===== src/rtl/uart_pkg.sv =====
// ----------------------------------------------------------------------------
// uart_pkg : shared UART state encoding and parameter limits (Tx and Rx)
// Rev 1.0
// ----------------------------------------------------------------------------
`default_nettype none

package uart_pkg;

  localparam int UART_STATE_W = 3;

  localparam logic [UART_STATE_W-1:0] UART_IDLE   = 3'd0;
  localparam logic [UART_STATE_W-1:0] UART_START  = 3'd1;
  localparam logic [UART_STATE_W-1:0] UART_DATA   = 3'd2;
  localparam logic [UART_STATE_W-1:0] UART_PARITY = 3'd3;
  localparam logic [UART_STATE_W-1:0] UART_STOP   = 3'd4;

  localparam int UART_DATA_BITS_MIN = 5;
  localparam int UART_DATA_BITS_MAX = 9;
  localparam int UART_STOP_BITS_MIN = 1;
  localparam int UART_STOP_BITS_MAX = 2;

endpackage

`default_nettype wire


===== src/rtl/uart_baud_gen.sv =====
// ----------------------------------------------------------------------------
// uart_baud_gen : CLK_DIV cycle bit-period counter with sync clear and bit_end
// Rev 1.0
// ----------------------------------------------------------------------------
`default_nettype none

module uart_baud_gen #(
  parameter int CLK_DIV = 1250
) (
  input  logic clk,
  input  logic reset,
  input  logic clear_i,
  output logic bit_end_o
);

  localparam int CW = (CLK_DIV > 1) ? $clog2(CLK_DIV) : 1;
  localparam logic [CW-1:0] CNT_LAST = CW'(CLK_DIV - 1);

  logic [CW-1:0] cnt_q;
  logic [CW-1:0] cnt_d;

  always_comb begin
    bit_end_o = (cnt_q == CNT_LAST);
    if (clear_i || bit_end_o) begin
      cnt_d = '0;
    end else begin
      cnt_d = cnt_q + 1'b1;
    end
  end

  always_ff @(posedge clk) begin
    if (reset) begin
      cnt_q <= '0;
    end else begin
      cnt_q <= cnt_d;
    end
  end

endmodule

`default_nettype wire


===== src/rtl/uart_tx.sv =====
// ----------------------------------------------------------------------------
// uart_tx : valid/ready UART transmitter; parity stage built when UART_TX_PARITY_EN
// Rev 1.0
// ----------------------------------------------------------------------------
`default_nettype none

module uart_tx
  import uart_pkg::*;
#(
  parameter int CLK_DIV    = 1250,
  parameter int DATA_BITS  = 8,
  parameter int STOP_BITS  = 1,
  parameter int PARITY_ODD = 0
) (
  input  logic                 clk,
  input  logic                 reset,
  input  logic                 i_valid,
  input  logic [DATA_BITS-1:0] i_data,
  output logic                 o_ready,
  output logic                 o_tx,
  output logic                 o_busy,
  output logic                 o_done
);

  if (CLK_DIV < 2) begin : g_bad_clk_div
    $error("uart_tx: CLK_DIV must be >= 2");
  end
  if (DATA_BITS < UART_DATA_BITS_MIN || DATA_BITS > UART_DATA_BITS_MAX) begin : g_bad_data_bits
    $error("uart_tx: DATA_BITS out of range");
  end
  if (STOP_BITS < UART_STOP_BITS_MIN || STOP_BITS > UART_STOP_BITS_MAX) begin : g_bad_stop_bits
    $error("uart_tx: STOP_BITS out of range");
  end
  if (PARITY_ODD != 0 && PARITY_ODD != 1) begin : g_bad_parity_odd
    $error("uart_tx: PARITY_ODD must be 0 or 1");
  end

  localparam int IW = $clog2(DATA_BITS);
  localparam logic [IW-1:0] IDX_LAST  = IW'(DATA_BITS - 1);
  localparam logic          STOP_LAST = (STOP_BITS == 2);

  logic [UART_STATE_W-1:0] state_q, state_d;
  logic                    tx_q, tx_d;
  logic [DATA_BITS-1:0]    shift_q, shift_d;
  logic [IW-1:0]           idx_q, idx_d;
  logic                    stop_q, stop_d;
  logic                    handshake;
  logic                    bit_end;
`ifdef UART_TX_PARITY_EN
  logic                    parity_q, parity_d;
`endif

  assign handshake = (state_q == UART_IDLE) && i_valid;

  uart_baud_gen #(
    .CLK_DIV (CLK_DIV)
  ) u_baud_gen (
    .clk       (clk),
    .reset     (reset),
    .clear_i   (handshake),
    .bit_end_o (bit_end)
  );

  always_ff @(posedge clk) begin
    if (reset) begin
      state_q  <= UART_IDLE;
      tx_q     <= 1'b1;
      shift_q  <= '0;
      idx_q    <= '0;
      stop_q   <= 1'b0;
`ifdef UART_TX_PARITY_EN
      parity_q <= 1'b0;
`endif
    end else begin
      state_q  <= state_d;
      tx_q     <= tx_d;
      shift_q  <= shift_d;
      idx_q    <= idx_d;
      stop_q   <= stop_d;
`ifdef UART_TX_PARITY_EN
      parity_q <= parity_d;
`endif
    end
  end

  // tx_d always carries the level of the coming cycle so o_tx stays registered
  always_comb begin
    state_d  = state_q;
    tx_d     = tx_q;
    shift_d  = shift_q;
    idx_d    = idx_q;
    stop_d   = stop_q;
`ifdef UART_TX_PARITY_EN
    parity_d = parity_q;
`endif
    case (state_q)
      UART_IDLE: begin
        tx_d = 1'b1;
        if (i_valid) begin
          state_d  = UART_START;
          tx_d     = 1'b0;
          shift_d  = i_data;
          idx_d    = '0;
          stop_d   = 1'b0;
`ifdef UART_TX_PARITY_EN
          parity_d = (^i_data) ^ (PARITY_ODD != 0);
`endif
        end
      end
      UART_START: begin
        if (bit_end) begin
          state_d = UART_DATA;
          tx_d    = shift_q[0];
        end
      end
      UART_DATA: begin
        if (bit_end) begin
          if (idx_q == IDX_LAST) begin
`ifdef UART_TX_PARITY_EN
            state_d = UART_PARITY;
            tx_d    = parity_q;
`else
            state_d = UART_STOP;
            tx_d    = 1'b1;
`endif
          end else begin
            idx_d   = idx_q + 1'b1;
            shift_d = {1'b0, shift_q[DATA_BITS-1:1]};
            tx_d    = shift_q[1];
          end
        end
      end
`ifdef UART_TX_PARITY_EN
      UART_PARITY: begin
        if (bit_end) begin
          state_d = UART_STOP;
          tx_d    = 1'b1;
        end
      end
`endif
      UART_STOP: begin
        tx_d = 1'b1;
        if (bit_end) begin
          if (stop_q == STOP_LAST) begin
            state_d = UART_IDLE;
          end else begin
            stop_d = 1'b1;
          end
        end
      end
      default: begin
        state_d = UART_IDLE;
        tx_d    = 1'b1;
      end
    endcase
  end

  always_comb begin
    o_ready = (state_q == UART_IDLE);
    o_busy  = (state_q != UART_IDLE);
    o_done  = (state_q == UART_STOP) && bit_end && (stop_q == STOP_LAST);
  end

  assign o_tx = tx_q;

endmodule

`default_nettype wire


===== config.mk =====
export PLATFORM = sky130hd
export DESIGN_NAME = uart_tx
export DESIGN_NICKNAME = d
export VERILOG_FILES = /design/src/rtl/uart_pkg.sv /design/src/rtl/uart_baud_gen.sv /design/src/rtl/uart_tx.sv
export SDC_FILE = /design/constraint.sdc
export NUM_CORES = 1
export LEC_CHECK = 0
export CAP_MARGIN = 5
export CORE_UTILIZATION = 45
export DETAILED_ROUTE_END_ITERATION = 8
export PLACE_DENSITY = 0.66
export REMOVE_ABC_BUFFERS = 1
export SYNTH_ARGS = -nofsm -noshare
export SYNTH_HDL_FRONTEND = slang
export SYNTH_SLANG_ARGS = --single-unit

===== constraint.sdc =====
create_clock -name clk -period 4.2 [get_ports clk]
set_input_delay 0.84 -clock clk [delete_from_list [all_inputs] [get_ports clk]]
set_output_delay 0.84 -clock clk [all_outputs]
set_load 0.01 [all_outputs]

# After elaboration in Yosys (flattened, before gate mapping)

Index checks and enable logic that the tools add are counted.

Bits in registers: 27
Bits of input ports: 11
Output and inout bits: 4
Word-level logic and storage cells: 58

Add/sub/neg operators: 2
Eq/ne operators: 12
Mux-type cells: 24
Bitwise operators: 1
Reductions and logical operators: 13

Operators with widths:

| operator                                                        | count |
|---|---|
| 3-bit 2-to-1 mux                                                | 9 |
| 8-bit 2-to-1 mux                                                | 3 |
| 8-bit case mux with 2 select lines                              | 1 |
| 2-bit != test, second input constant                            | 7 |
| 3-bit case mux with 4 select lines                              | 1 |
| 11-bit by 1-bit adder with 11-bit output, second input constant | 1 |
| 11-bit == test, second input constant                           | 1 |
| 1-bit 2-to-1 mux                                                | 7 |
| 3-bit == test, second input constant                            | 2 |
| 3-bit case mux with 2 select lines                              | 1 |
| 6-bit AND reduction                                             | 1 |
| 4-bit AND reduction                                             | 1 |
| 2-bit nonzero test                                              | 2 |
| 3-bit by 1-bit adder with 3-bit output, second input constant   | 1 |
| 3-bit by 1-bit == test with 1-bit output, second input constant | 1 |
| 3-bit by 2-bit == test with 1-bit output, second input constant | 1 |
| 1-bit logical AND                                               | 3 |
| 3-bit zero test                                                 | 1 |
| 1-bit case mux with 3 select lines                              | 1 |
| 3-bit AND reduction                                             | 1 |
| 3-bit nonzero test                                              | 1 |
| 1-bit case mux with 2 select lines                              | 1 |
| 2-bit AND reduction                                             | 1 |
| 2-bit OR reduction                                              | 1 |
| other kinds (2)                                                 | 2 |

# Depth between registers and ports, before layout

Gate-level depths: netlist (run 1).

Depth in word-level cells: 4
Gate-level depth with buffers: 7
Depth with buffers taken out: 6

# Cells and area by module

Synthesis (run 1) repeated with hierarchy kept, for this count alone.

Cell total of the unflattened synthesis: 139
Area total of the unflattened synthesis: 1350.0 um^2

By module, submodules not included:

| module        | times used | cells each | area each (um^2) | seq. area each (um^2) |
|---|---|---|---|---|
| uart_tx       | 1          | 82         | 824.5            | 300.3 |
| uart_baud_gen | 1          | 57         | 525.5            | 220.2 |

# Worst setup path after synthesis (run 1)

Ideal clock, no wire load.

Path kind: reg2out
Start point: register u_baud_gen.cnt_q[0]
End point: output o_done
Arrival time: 1.385 ns
Required time: 3.360 ns
Slack: 1.975 ns
Stages on the path, launching flop included: 5
Buffers on the path: 0
Path through: dfxtp_1 ha_1 and4bb_2 nand4_1 nor4b_1

Longest elaborated chain between the ends: 3

Ends and longest elaborated chain:

| item                            | line                | RTL |
|---|---|---|
| start, declared                 | uart_baud_gen.sv:19 | `logic [CW-1:0] cnt_q;` |
| start signal, assigned          | uart_baud_gen.sv:35 | `cnt_q <= cnt_d;` |
| 11-bit == test                  | uart_baud_gen.sv:23 | `bit_end_o = (cnt_q == CNT_LAST);` |
| 1-bit logical AND (2 in series) | uart_tx.sv:161      | `o_done = (state_q == UART_STOP) && bit_end && (stop_q == STOP_LAST);` |
| end, declared                   | uart_tx.sv:22       | `output logic o_done` |

No other way between the ends.

# Final worst setup path (run 1)

Same ends and word-level chain as after synthesis.

==> out/qor.csv, run 1 <==
metric,value,unit
hold crit path type,flop to flop,
critical path class,flop to output pin,
antenna violations before repair,0,
row count,19,
antenna cell count,0,
vias,1086,
startpoint types,flop,
num ports,15,
status,finished clean,
Netlist cell types,37,
"top cells by area, synth","dfxtp_1 38%, a221oi_2 7.7%, nor3_1 5.9%, nor2b_1 4.1%, xnor2_1 3.8%",
Yosys top cell area share,38.1,%
global-route wire length before repair,4570,um
Initial Util,48.3,%
share of layout cells above drive strength 1,11.6,%
Initial DRC Count,25,
setup TNS,0,ns
max cap viols,0,
#FFs+latches synth,26,
synthesis-to-layout area growth,11.2,%
leakage,0.548,nW
worst slew pin tran,0.821,ns
Die Height,57.1,um
worst vdd ir,141,uV
# setup viols final,0,
drt via density,5.84,
CTS tree,done,
Die Width,57.1,um
largest area contributor in the netlist,dfxtp_1,
number of antenna-violating nets in the routed design,0,
Async SR Flop Fraction,0,%
CP required,3.36,ns
fin. max-slew vios,0,
largest net degree at the start of global routing,17,
CP arrival,2.29,ns
I/O Buffers,14,
# clock sinks,26,
die area,3260,sq um
hpwl dp,1820,um
"Primary FF master, synth",dfxtp_1,
Setup crit end kind,output pin,
ordered cell list for the critical path,ha_1 > and4bb_2 > nand4_1 > nor4b_1 > clkdlybuf4s50_1,
Synth Area per Inst,9.30,sq um
core area,2830,sq um
placed insts,182,
synthesized cell area,1370,sq um
P per Cell Area,296,nW/um^2
normalized max-slew margin,45.2,%
Final Hold Fails,0,
Fmax achieved,320,MHz
RSZ-0062 raised after global routing,no,
vias in the first global route,1026,
Post-route DRC,0,
CP Max Fanout,5,
CTS Buf Count,3,
global route overflow,0,
Yosys warnings,0,
GRT Total Usage,17.6,%
# hold bufs at CTS,0,
"Setup Fix Bufs, Post-CTS",0,
Root Buffer,clkbuf_4,
Final GP Congestion,0.738,
register area share after synthesis,38.1,%
clock slew at reported path FFs,0.14,ns
later-pin clock latency in the skew report,0.32,ns
number of synthesized flops with an enable pin,0,
Avg WL per Cell,13.6,um
post-layout min period,3.13,ns
final wirelength,2540,um
Final period util,74.5,%
fin nets,171,
slowest CP cell,clkdlybuf4s50_1,
Synth Instances,147,
CTS H-Tree Depth,1,
clock tree buffer depth,2,
Non-Filler Instances,186,
PostCTS Resize Cnt,0,
DRT Pass-1 Iters,4,
clock skew,0.00425,ns
crit-path max cell delay,0.59,ns
per-layer routing:
layer | vias to the layer above | track usage [%] | wire (um)
met3 | 4 | 2.04 | 70
met5 | - | 0 | 0
met1 | 519 | 24.2 | 1270
li1 | 547 | - | -
met4 | 0 | 6.27 | 25
met2 | 16 | 28.7 | 1170
cell type report:
| cell class | count | area, sq um |
|---|---|---|
| clock buffers | 4 | 36.3 |
| fillers | 264 | 1310 |
| inverters | 5 | 18.8 |
| multi-input cells | 106 | 766 |
| flip-flops and latches | 26 | 520 |
| well taps | 31 | 38.8 |
| repair buffers | 14 | 140 |
logic make-up (layout without fill, tap and decap cells):
kind of cell             after synthesis  after routing  synth area share (%)
XOR/XNOR                              10             10                  6.40
buffers and inverters                 15             23                  5.95
AO/OA/AOI/OAI                         19             19                  13.4
flip-flops                            26             26                  38.1
adder cells (fa/ha/maj)                4              4                  3.66
AND/OR/NAND/NOR                       73             73                  32.5
cells in the mapped netlist (2+ instances only):
library cell and n:
buf_2 5, o31ai_1 2, nand2_1 6, buf_6 2, and4_1 3, inv_1 4
nand4_1 4, o21a_1 2, and3_1 3, dfxtp_1 26, ha_1 4, a221oi_2 7
nor3_1 16, clkbuf_1 2, xnor2_1 6, a21oi_1 4, xor2_1 4, a211oi_1 2
nor2b_1 9, nor2_1 13, nand3_1 7
state kept, by name (all words and copies together) (netlist names):
register          cells
u_baud_gen.cnt_q     11
o_tx                  1
state_q               3
idx_q                 3
shift_q               8
placed cells by master, fill, tap and decap left out, drive strengths merged:
cell | netlist | routed
clkdlybuf4s50 | 0 | 14
nand2 | 7 | 7
and3b | 1 | 1
inv | 5 | 5
xnor2 | 6 | 6
nor3 | 16 | 16
and4bb | 1 | 1
nand3 | 7 | 7
o311ai | 1 | 1
a21oi | 4 | 4
nor3b | 1 | 1
a221oi | 7 | 7
a211oi | 2 | 2
o21ai | 1 | 1
nand4b | 1 | 1
and2 | 1 | 1
and3 | 3 | 3
o21a | 2 | 2
nand4 | 5 | 5
nor4b | 2 | 2
nor2b | 9 | 9
nor4 | 1 | 1
clkbuf | 2 | 4
ha | 4 | 4
and4 | 3 | 3
and2b | 1 | 1
or3 | 1 | 1
o31ai | 2 | 2
dfxtp | 26 | 26
nor2 | 13 | 13
xor2 | 4 | 4
power by group:
group	switching (mW)	leakage, nW	internal [mW]
registers	0.00938	0.212	0.257
clock network	0.0758	0.0210	0.0530
logic	0.0249	0.315	0.0294
total	0.110	0.548	0.339
through the flow:
| stage | cell area (sq um) | utilization (%) | power, mW | hold WS [ns] | worst slack (ns) |
|---|---|---|---|---|---|
| after floorplan | 1310 | - | 0.303 | 0.441 | 1.98 |
| after global placement | 1480 | 52.5 | 0.325 | 0.454 | 1.50 |
| after detailed placement | 1480 | 52.5 | 0.327 | 0.469 | 1.44 |
| after CTS | 1520 | 53.7 | 0.454 | 0.488 | 1.05 |
| after global routing | 1520 | 53.7 | 0.469 | 0.505 | 0.875 |
| final | 1520 | 53.7 | 0.449 | 0.482 | 1.07 |
worst max-delay path: cells and delay by family, from the launching register on:
family	cells	cell delay, ns
AND/OR/NAND/NOR	3	0.79
buffers and inverters	1	0.59
flip-flops	1	0.42
adder cells (fa/ha/maj)	1	0.18
worst paths after layout:
kind / cells after the start / endpoint / from / slack [ns]
setup / recovery: 5 / o_done / u_baud_gen.cnt_q[0] / 1.07
hold / removal: 2 / idx_q[1] / idx_q[1] / 0.48
setup reg to reg: 4 / idx_q[0] / state_q[1] / 1.77
hold reg to reg: 2 / idx_q[1] / idx_q[1] / 0.48
(Power assumes the default switching activity.)
==> inputs of run 2 (changes only) <==
- clock period: 4.2 -> 2.9 ns (I/O delays scaled with it)
==> run 2 against run 1 <==
Register-to-register slack worse by 0.91 ns; clock skew down 0.0023 ns; highest routed layer unchanged; largest cell class unchanged; global-route usage up 0.44 points; largest power group unchanged.
==> out/qor.csv, run 2 (synthesis results as in run 1) <==
metric,value,unit,change
status,finished clean,,unchanged
startpoint types,flop,,unchanged
drt via density,5.65,,was 5.84
clock tree buffer depth,2,,unchanged
Final Cell Area,1540,sq um,was 1520 sq um
Biggest register,u_baud_gen.cnt_q,,unchanged
synthesis-to-layout area growth,12.5,%,was 11.2%
placed insts,184,,was 182
Post-route DRC,0,,unchanged
hpwl dp,1790,um,was 1820 um
num ports,15,,unchanged
critical path class,flop to output pin,,unchanged
hold crit path type,flop to flop,,unchanged
R2R setup slack,0.86,ns,was 1.77 ns
Final GP Congestion,0.782,,was 0.738
core area,2830,sq um,unchanged
Hold Slack,0.462,ns,was 0.482 ns
CTS Buf Count,3,,unchanged
Final period util,82.2,%,
Largest regs,"u_baud_gen.cnt_q x11, shift_q x8",,unchanged
DRT Pass-1 Iters,4,,unchanged
# clock sinks,26,,unchanged
CP Max Fanout,4,,was 5
later-pin clock latency in the skew report,0.32,ns,about the same
CP arrival,1.80,ns,was 2.29 ns
row count,19,,unchanged
slowest CP cell,dfxtp_1,,was clkdlybuf4s50_1
Die Width,57.1,um,unchanged
vias,1062,,was 1086
Root Buffer,clkbuf_4,,unchanged
final total power,0.625,mW,was 0.449 mW
setup TNS,0,ns,unchanged
RSZ-0062 raised after global routing,no,,unchanged
Placement Setup Slack,0.430,ns,was 1.44 ns
Final Hold Fails,0,,unchanged
max cap viols,0,,unchanged
worst reg2reg path depth,6,,was 4
Setup crit end kind,output pin,,unchanged
CTS tree,done,,unchanged
Initial Util,48.3,%,unchanged
Fmax achieved,420,MHz,
reg-to-reg endpoint,idx_q[0],,unchanged
# setup viols final,0,,unchanged
worst vdd ir,253,uV,was 141 uV
number of antenna-violating nets in the routed design,0,,unchanged
WP buf/inv,2,,was 1
CP required,2.32,ns,was 3.36 ns
Non-Filler Instances,188,,was 186
global route overflow,0,,unchanged
GRT Total Usage,18.1,%,was 17.6%
fillers,262,,was 264
fin. max-slew vios,0,,unchanged
"commonest cells after routing, fill and taps aside","25 x dfxtp_1, 16 x nor3_1, 13 x nor2_1, 13 x clkdlybuf4s50_1, 9 x nor2b_1",,"was 26 x dfxtp_1, 16 x nor3_1, 14 x clkdlybuf4s50_1, 13 x nor2_1, 9 x nor2b_1"
post-layout min period,2.38,ns,
Top delay family on crit path,simple AND/OR/NAND/NOR gates,,unchanged
normalized max-slew margin,71.5,%,was 45.2%
global-route wire length before repair,4540,um,was 4570 um
share of layout cells above drive strength 1,14.0,%,was 11.6%
clock slew at reported path FFs,0.14,ns,about the same
clock skew,0.00190,ns,was 0.00425 ns
Die Height,57.1,um,unchanged
antenna cell count,0,,unchanged
final worst slack,0.517,ns,was 1.07 ns
I/O Buffers,14,,unchanged
CTS H-Tree Depth,1,,unchanged
Avg WL per Cell,13.7,um,was 13.6 um
leakage,0.575,nW,was 0.548 nW
P per Cell Area,406,nW/um^2,was 296 nW/um^2
placed cell areas,1500,sq um,was 1480 sq um
Hold Path Sink,u_baud_gen.cnt_q[0],,was idx_q[1]
ordered cell list for the critical path,inv_1 > ha_1 > and4bb_2 > nand4_1 > nor4b_2 > dlymetal6s2s_1,,was ha_1 > and4bb_2 > nand4_1 > nor4b_1 > clkdlybuf4s50_1
Initial DRC Count,25,,unchanged
worst slew pin tran,0.427,ns,was 0.821 ns
"commonest non-fill, non-tap cell in the layout",dfxtp_1,,unchanged
max reg flops,11,,unchanged
Hold Path Origin,u_baud_gen.cnt_q[0],,was idx_q[1]
Hold Path Cell Cnt,1,,was 2
fin nets,174,,was 171
die area,3260,sq um,unchanged
post-layout util,54.4,%,was 53.7%
final wirelength,2570,um,was 2540 um
crit-path max cell delay,0.36,ns,was 0.59 ns
reg-to-reg startpoint,idx_q[0],,was state_q[1]
antenna violations before repair,0,,unchanged
vias in the first global route,997,,was 1026
# hold bufs at CTS,0,,unchanged
largest net degree at the start of global routing,17,,unchanged
==> run 2: metal layers <==
layer  track usage (%)  wire, um
met1              25.5      1310
met3              2.04        62
met4              10.8        57
met2              26.6      1150
met5                 0         0
==> run 2: what timing repair did <==
action	in CTS	in global routing
resized for setup	0	3
buffers inserted	0	1
endpoints found under the setup margin	0	1
==> run 2: report_power, final <==
| group | switching [mW] | internal [mW] |
|---|---|---|
| clock | 0.109 | 0.0488 |
| sequential | 0.0142 | 0.372 |
| combinational | 0.0366 | 0.0435 |
==> run 2: worst max-delay path by stage <==
| stage | from | to | slack [ns] | cells after the start |
|---|---|---|---|---|
| after global placement | u_baud_gen.cnt_q[0] | o_done | 0.46 | 5 |
| after detailed placement | u_baud_gen.cnt_q[0] | o_done | 0.43 | 5 |
| after CTS | u_baud_gen.cnt_q[0] | o_done | 0.03 | 5 |
| after floorplan | state_q[1] | idx_q[0] | 0.89 | 4 |
| final | u_baud_gen.cnt_q[1] | o_done | 0.52 | 6 |
| after global routing | u_baud_gen.cnt_q[1] | o_done | 0.37 | 6 |
==> run 2: cell type report <==
cell class / instances / area [sq um] / area share, %
flip-flops and latches: 26 / 522 / 33.9
inverters: 5 / 18.8 / 1.22
repair buffers: 17 / 165 / 10.7
well taps: 31 / 38.8 / 2.52
multi-input cells: 106 / 772 / 50.2
clock buffers: 3 / 22.5 / 1.46
==> variant: new RTL, settings of run 1 <==
`CLK_DIV` is set to 1250 in 2 places; all go to 625.
--- a/src/rtl/uart_baud_gen.sv
+++ b/src/rtl/uart_baud_gen.sv
@@ -5,7 +5,7 @@
 `default_nettype none
 
 module uart_baud_gen #(
-  parameter int CLK_DIV = 1250
+  parameter int CLK_DIV = 625
 ) (
   input  logic clk,
   input  logic reset,
--- a/src/rtl/uart_tx.sv
+++ b/src/rtl/uart_tx.sv
@@ -7,7 +7,7 @@
 module uart_tx
   import uart_pkg::*;
 #(
-  parameter int CLK_DIV    = 1250,
+  parameter int CLK_DIV    = 625,
   parameter int DATA_BITS  = 8,
   parameter int STOP_BITS  = 1,
   parameter int PARITY_ODD = 0
Behaviour: no difference found for any inputs over 10 cycles, from zero or initial values and one cycle with reset high; that may be too few to reach the edited logic, so the function may still have changed.
==> variant against run 1 <==
Clock skew is 6.3 ps higher; register-to-register slack improved by 430 ps; power down 2.1%; synthesized area shrank 5.4%; sequential cell count fell by 1; wire length shrank 8.2%; setup slack gained 72 ps; design area fell by 3.0%; largest cell class unchanged; clock power down 17%; highest routed layer unchanged.
==> variant: results (changes against run 1) <==
| Metric | Value |
|---|---|
| Peak VDD IR | 0.269 mV (was 0.141 mV) |
| Non-clock buffers | 15 (was 14) |
| Final clock-cell share | 1.78% (was 2.39%) |
| Synth top area cells | dfxtp_1 (39%), mux2i_1 (6.2%), a21oi_1 (5.4%), a211oi_1 (4.6%), nor2_1 (4.4%) (was dfxtp_1 (38%), a221oi_2 (7.7%), nor3_1 (5.9%), nor2b_1 (4.1%), xnor2_1 (3.8%)) |
| Vias in the first global route | 953 (was 1026) |
| FILL cells | 245 (was 264) |
| Drt pass-1 iters | 4 (unchanged) |
| Worst slew pin tran | 708 ps (was 821 ps) |
| Drt initial violations | 17 (was 25) |
| Num Clock Sinks | 25 (was 26) |
| Share of cells above drive strength 1 | 8.39% (was 11.6%) |
| Routed Wire Length | 2.33 mm (was 2.54 mm) |
| Layout buffering overhead excluding clock cells | 10.0% (was 9.22%) |
| Reg2reg setup slack | 2200 ps (was 1770 ps) |
| Reg clk slew, reported paths | 120 ps (was 140 ps) |
| CP Max Fanout | 9 (was 5) |
| Seq area share | 33.9% (was 34.2%) |
| Post-synthesis sequential area ratio | 38.7% (was 38.1%) |
| Mapped cell area | 0.00129 mm2 (was 0.00137 mm2) |
| Post-CTS setup buffers | 0 (unchanged) |
| First-pass GRT wire length | 4.15 mm (was 4.57 mm) |
| R2r endpoint | shift_q[6] (was idx_q[0]) |
| Placed wire-length estimate | 1.62 mm (was 1.82 mm) |
| Place WS | 1490 ps (was 1440 ps) |
| Largest registers | u_baud_gen.cnt_q x10, shift_q x8 (was u_baud_gen.cnt_q x11, shift_q x8) |
| Clock skew | 10.6 ps (was 4.25 ps) |
| # diodes | 0 (unchanged) |
| Area Growth Syn to Fin | 14.0% (was 11.2%) |
| Area of placed instances | 0.00145 mm2 (was 0.00148 mm2) |
| Internal | 0.000324 W (was 0.000339 W) |
| Netlist cell types | 39 (was 37) |
| GP Congestion | 0.729 (was 0.738) |
| Largest stage delay on the critical path | 530 ps (was 590 ps) |
| Synth top cells by count | dfxtp_1 (25), nor2_1 (15), a21oi_1 (14) (was dfxtp_1 (26), nor3_1 (16), nor2_1 (13), nor2b_1 (9)) |
| Critical Path AT | 2220 ps (was 2290 ps) |
| Inverter count | 8 (was 5) |
| Syn Area/Cell | 9.05 um2 (was 9.30 um2) |
| Outcome | completed (unchanged) |
| P_leak | 0.505 nW (was 0.548 nW) |
| Drt via density | 5.46 (was 5.84) |
[variant: worst min-delay path by stage]
stage                             start             endpoint  slack [ps]  depth (start not counted)
floorplan           u_baud_gen.cnt_q[0]  u_baud_gen.cnt_q[0]         440                          1
global placement    u_baud_gen.cnt_q[0]  u_baud_gen.cnt_q[0]         450                          1
detailed placement  u_baud_gen.cnt_q[0]  u_baud_gen.cnt_q[0]         460                          1
CTS                 u_baud_gen.cnt_q[0]  u_baud_gen.cnt_q[0]         490                          1
global route                   idx_q[0]             idx_q[0]         520                          2
finish              u_baud_gen.cnt_q[0]  u_baud_gen.cnt_q[0]         490                          1
[variant: power groups by stage]
stage,clock network (W),registers [W],logic (W)
after CTS,0.000112,0.000264,0.0000695
final,0.000107,0.000264,0.0000687
after global placement,0,0.000269,0.0000674
after global routing,0.000119,0.000266,0.0000775
after detailed placement,0,0.000269,0.0000693
after floorplan,0,0.000267,0.0000406
[variant: per-layer routing]
| metal | GRT usage [%] | wire length, um | up-vias | part of all wire, % |
|---|---|---|---|---|
| met2 | 26.2 | 1020 | 15 | 44 |
| met3 | 2.33 | 57 | 4 | 2.4 |
| met4 | 9.29 | 34 | 0 | 1.5 |
| li1 | - | - | 536 | - |
| met5 | 0 | 0 | - | 0 |
| met1 | 22.1 | 1220 | 461 | 52 |
[variant: cells by family (layout without fill, tap and decap cells)]
| logic type | after synthesis | after routing | share of synthesized area, % |
|---|---|---|---|
| xor gates and xnor gates | 10 | 10 | 6.77 |
| buffers and inverters | 15 | 27 | 4.74 |
| and+or+nand+nor | 47 | 47 | 22.7 |
| muxes | 8 | 8 | 6.19 |
| AOI/OAI and AO/OA | 34 | 34 | 17.0 |
| DFF | 25 | 25 | 38.7 |
| adders and majority gates | 4 | 4 | 3.87 |
